### src/rtl/msu_pkg.sv
`default_nettype none
// +----------------------------------------------------------------------------+
// | Module      : msu_pkg                                                      |
// | Description : Shared defaults and state typedef for the MSU result path.   |
// | Revision    : 1.0 - initial release                                        |
// +----------------------------------------------------------------------------+
package msu_pkg;

    localparam int c_axi_len     = 32;
    localparam int c_t_len       = 64;
    localparam int c_sq_out_bits = 128;

    typedef enum logic [1:0] {
        COL_IDLE    = 2'd0,
        COL_COLLECT = 2'd1,
        COL_HOLD    = 2'd2
    } collect_state_t;

endpackage : msu_pkg
`default_nettype wire

### src/rtl/msu_result_collect.sv
`default_nettype none
// +----------------------------------------------------------------------------+
// | Module      : msu_result_collect                                           |
// | Description : Gathers a fixed-length AXI-Stream burst from the squarer and |
// |               presents {square, iteration count} on a valid/ready port.    |
// |               Optional macro MSU_RESULT_CHECK_EN enables res_err checking.  |
// | Revision    : 1.0 - initial release                                        |
// +----------------------------------------------------------------------------+
module msu_result_collect
    import msu_pkg::*;
#(
    parameter int AXI_LEN     = c_axi_len,
    parameter int T_LEN       = c_t_len,
    parameter int SQ_OUT_BITS = c_sq_out_bits
) (
    input  logic                   clk,
    input  logic                   reset,
    input  logic                   start_xfer,
    input  logic                   s_axis_tvalid,
    output logic                   s_axis_tready,
    input  logic [AXI_LEN-1:0]     s_axis_tdata,
    input  logic [AXI_LEN/8-1:0]   s_axis_tkeep,
    input  logic                   s_axis_tlast,
    input  logic [T_LEN-1:0]       exp_t,
    output logic                   res_valid,
    input  logic                   res_ready,
    output logic [T_LEN-1:0]       res_t,
    output logic [SQ_OUT_BITS-1:0] res_sq,
    output logic                   res_err,
    output logic                   busy
);

    localparam int c_words  = (T_LEN + SQ_OUT_BITS) / AXI_LEN;
    localparam int c_cnt_w  = $clog2(c_words) + 1;
    localparam int c_data_w = c_words * AXI_LEN;

    collect_state_t        r_state;
    collect_state_t        w_state_next;
    logic [c_cnt_w-1:0]    r_cnt;
    logic [c_data_w-1:0]   r_data;
    logic [c_data_w-1:0]   w_data_shift;
    logic                  w_start;
    logic                  w_beat;
    logic                  w_last;

    // Burst length is fixed by WORDS; tkeep/tlast carry no information here.
    logic w_unused_axis;
    assign w_unused_axis = ^{s_axis_tkeep, s_axis_tlast};

    assign w_start      = (r_state == COL_IDLE) && start_xfer;
    assign w_beat       = (r_state == COL_COLLECT) && s_axis_tvalid;
    assign w_last       = (r_cnt == c_cnt_w'(c_words - 1));
    // New words enter at the top so the first word ends up in the low slice.
    assign w_data_shift = {s_axis_tdata, r_data[c_data_w-1:AXI_LEN]};

    always_ff @(posedge clk) begin
        if (reset) begin
            r_state <= COL_IDLE;
        end else begin
            r_state <= w_state_next;
        end
    end

    always_comb begin
        w_state_next = r_state;
        case (r_state)
            COL_IDLE: begin
                if (start_xfer) begin
                    w_state_next = COL_COLLECT;
                end
            end
            COL_COLLECT: begin
                if (w_beat && w_last) begin
                    w_state_next = COL_HOLD;
                end
            end
            COL_HOLD: begin
                if (res_ready) begin
                    w_state_next = COL_IDLE;
                end
            end
            default: begin
                w_state_next = COL_IDLE;
            end
        endcase
    end

    always_ff @(posedge clk) begin
        if (reset) begin
            r_cnt  <= '0;
            r_data <= '0;
        end else begin
            if (w_start) begin
                r_cnt <= '0;
            end
            if (w_beat) begin
                r_cnt  <= r_cnt + c_cnt_w'(1);
                r_data <= w_data_shift;
            end
        end
    end

`ifdef MSU_RESULT_CHECK_EN
    logic [T_LEN-1:0] r_exp_t;
    logic             r_err;

    // Error is resolved on the final beat so it appears alongside res_valid.
    always_ff @(posedge clk) begin
        if (reset) begin
            r_exp_t <= '0;
            r_err   <= 1'b0;
        end else begin
            if (w_start) begin
                r_exp_t <= exp_t;
                r_err   <= 1'b0;
            end
            if (w_beat && w_last) begin
                r_err <= (w_data_shift[T_LEN-1:0] != r_exp_t);
            end
        end
    end

    assign res_err = r_err;
`else
    logic w_unused_exp;
    assign w_unused_exp = ^exp_t;
    assign res_err      = 1'b0;
`endif

    assign s_axis_tready = (r_state == COL_COLLECT);
    assign res_valid     = (r_state == COL_HOLD);
    assign busy          = (r_state != COL_IDLE);
    assign res_t         = r_data[T_LEN-1:0];
    assign res_sq        = r_data[T_LEN +: SQ_OUT_BITS];

endmodule : msu_result_collect
`default_nettype wire

### config.mk
export PLATFORM = sky130hd
export DESIGN_NAME = msu_result_collect
export DESIGN_NICKNAME = d
export VERILOG_FILES = /design/src/rtl/msu_pkg.sv /design/src/rtl/msu_result_collect.sv
export SDC_FILE = /design/constraint.sdc
export NUM_CORES = 1
export LEC_CHECK = 0
export BUFFER_PORTS_ARGS = -buffer_cell sky130_fd_sc_hd__buf_2
export CORE_AREA = 2 2 173 175
export CTS_CLUSTER_SIZE = 30
export DETAILED_ROUTE_END_ITERATION = 16
export DIE_AREA = 0 0 175 177
export RECOVER_POWER = 50
export SYNTH_ARGS = -nofsm -noshare
export SYNTH_HDL_FRONTEND = slang
export SYNTH_SLANG_ARGS = --single-unit
### constraint.sdc
create_clock -name clk -period 2 [get_ports clk]
set_input_delay 0.4 -clock clk [delete_from_list [all_inputs] [get_ports clk]]
set_output_delay 0.4 -clock clk [all_outputs]
set_load 0.005 [all_outputs]
==> results.yml <==
power:
  leakagePower_nw: 3.17
  p_sw_mw: 2.01
  p_seq_share_pct: 51.3
  power.density_nw_per_um2: 866
  clkPwrFrac_pct: 43.8
  internal_power_mw: 5.79
  switching_share_pct: 25.8
  pwr-share-comb_pct: 4.9
  vdd_ir_drop_max_mv: 0.509
synth:
  ys_warn_count: 0
  ys_seq_area_share_pct: 55.2
  ys_ff_latch: 198
  syn_area_per_cell_um2: 8.23
  synth_cell_types: 29
  syn_inst: 872
  synth.cell_area_um2: 7180
  synth_nets: 980
drt:
  wl_um: 20700
  wl_met2_um: 9360
  wl_per_cell_um: 14.0
  first_pass_iters: 4
  met3_length_um: 848
  drt_iter0_markers: 340
  drcViolationCount: 0
  vias: 6176
  routed.top_layer: "met5"
  drtAntennaViolNets: 0
  vias_per_cell: 4.18
  met1Wirelength_um: 10100
placed_design:
  place_congestion: 0.754
  dp_hpwl_um: 14400
  place_area_um2: 8620
  port_buffers: 231
  place_ws_ns: 0.442
sta:
  hold_violations: 0
  min_period_ns: 1.66
  finalSetupTns_ns: 0
  timing.final.max_slew_violations: 0
  setup_viol: 0
  fin_crit_sh_pct: 83.2
  rsz0062_at_grt: "false"
  fmax_mhz: 601
  setup_slack_ns: 0.336
  fin_skew_ns: 0.0188
cts:
  cts_hold_buf: 0
  cts_num_sinks: 198
  clkTransAtPathRegs_ns: 0.09
  post_cts_buffers: 0
  worstSkewPairLatency_ns: 0.45
  cts_resized: 0
  h-tree-depth: 4
  cts_buffers: 17
  cts.path.max_buffers: 2
  cts_tree: "yes"
  cts-root-buf: "clkbuf_16"
grt:
  gr-total-overflow: 0
  grt_pass1_vias: 5486
  grtUsageTotal_pct: 13.1
  grt_pass1_wl_um: 31600
  antenna_found_initial: 1
  grt_max_degree: 101
setup_path:
  cp-start-kind: "register"
  path_buf_inv: 2
  worstPathRequired_ns: 2.37
  cp_data_arrival_time_ns: 2.04
  r2r-start: "r_state[0]"
  cp_slowest_cell: "dfxtp_1"
  cp.depth: 5
  r2r-end: "r_data[2]"
  crit_chain: "and3b_1 -> buf_12 -> clkbuf_2 -> nand2_1 -> a21oi_1"
  slowest_delay_ns: 0.43
  path_max_fanout: 26
  cp-end-kind: "register"
  regToRegSetupSlack_ns: 0.34
  path_class: "reg2reg"
  critical_path.top_delay_family: "buffers and inverters"
  worstRegToRegCells: 5
cells_and_area:
  syn_to_final_growth_pct: 25.6
  num_antenna_cells: 0
  fin_nets: 1181
  fillCellCount: 3211
  post-route-util_pct: 30.8
  final_layout_size_suffix_gt1_share_pct: 18.2
  stdcell_area_um2: 9020
  layout_common_cells: "385 x nand2_1, 198 x dfxtp_1, 156 x a21oi_1"
  final_common_cell: "nand2_1"
run_status:
  status: "finished clean"
worst_hold_path:
  hp-start: "s_axis_tdata[20]"
  min_path_type: "in2reg"
  hold_path_end: "r_data[180]"
  whs_path_depth: 3
floorplanning:
  die_h_um: 177
  io_pins: 302
  die_w_um: 175
  core-area_um2: 29200
  die_area_um2: 31000
  initial_core_util_pct: 24.6
  rows: 63
job:
  maxCapViolations: 0
[layout make-up]
| class | count | area, um2 | area share (%) |
|---|---|---|---|
| clock buffers | 18 | 439 | 4.87 |
| clock inverters | 14 | 134 | 1.48 |
| inverters | 3 | 11.3 | 0.125 |
| multi-input cells | 604 | 2720 | 30.2 |
| flip-flops and latches | 198 | 3960 | 44.0 |
| well taps | 390 | 488 | 5.41 |
| repair buffers | 249 | 1260 | 13.9 |
[synthesized netlist by cell type]
library cell	count	share of area [%]
nand2_1	385	20
a31o_1	1	0.12
a21oi_1	154	11
buf_6	20	3.1
buf_1	4	0.21
nor2_1	5	0.26
a22o_1	1	0.12
a21oi_2	40	4.9
conb_1	1	0.052
dfxtp_1	198	55
o32ai_1	1	0.12
nor4_1	1	0.087
nor3_1	1	0.070
and3b_1	1	0.12
nand4_1	1	0.087
a31o_2	1	0.12
nor2b_1	2	0.17
or2_0	1	0.087
nand3b_1	1	0.10
buf_8	1	0.21
ha_1	2	0.35
or3_1	1	0.087
buf_4	12	1.3
nand3_1	1	0.070
buf_2	14	0.98
a21o_1	1	0.10
inv_1	3	0.16
clkbuf_1	16	0.84
o21ai_0	2	0.14
[how the worst max path moves through the flow]
| stage | from | to | slack, ns |
|---|---|---|---|
| 4_1_cts | r_state[0] | busy | 0.35 |
| 3_3_place_gp | s_axis_tvalid | r_data[49] | 0.47 |
| 3_5_place_dp | s_axis_tvalid | r_data[78] | 0.44 |
| 6_report | r_state[0] | r_data[2] | 0.34 |
| 5_1_grt | r_state[0] | r_data[32] | 0.20 |
| 2_1_floorplan | reset | r_data[43] | 0.64 |
[power groups by stage]
stage / logic (mW) / clock network [mW] / registers [mW]
2_1_floorplan: 0.265 / 0 / 4.10
3_3_place_gp: 0.397 / 0 / 4.10
6_report: 0.381 / 3.42 / 4.01
3_5_place_dp: 0.399 / 0 / 4.10
5_1_grt: 0.423 / 3.68 / 4.02
4_1_cts: 0.400 / 3.53 / 4.01
[per-layer routing]
layer / vias to the layer above / GRT usage [%]
li1: 3209 / -
met1: 2803 / 17.8
met2: 145 / 20.3
met3: 17 / 3.14
met4: 2 / 4.90
met5: - / 0
[registers in the layout, summed over array words and instances (netlist names)]
name and cells:
r_data 192, r_cnt 4, r_state 2
[metrics by stage]
stage	cells	power [mW]	hold WS, ns
after floorplan	872	4.36	0.453
after global placement	1444	4.50	0.439
after detailed placement	1444	4.50	0.444
after CTS	1476	7.94	0.156
after global routing	1476	8.12	0.174
final	1476	7.81	0.181
[worst reg2reg max path, delay by kind of cell (launching register included)]
kind,cells,cell delay (ns)
buf+inv,2,0.56
compound gates,1,0.15
simple gates,2,0.44
flops,1,0.43
[logic make-up (layout without fill, tap and decap cells)]
kind of cell / after synthesis / after routing / share of synthesized area, %
other: 1 / 1 / 0.0522
AOI/OAI and AO/OA: 201 / 201 / 16.3
DFF: 198 / 198 / 55.2
buffers and inverters: 70 / 284 / 6.78
and+or+nand+nor: 400 / 400 / 21.3
adders and majority gates: 2 / 2 / 0.348
Note: power is estimated with default switching activity, not from simulation.
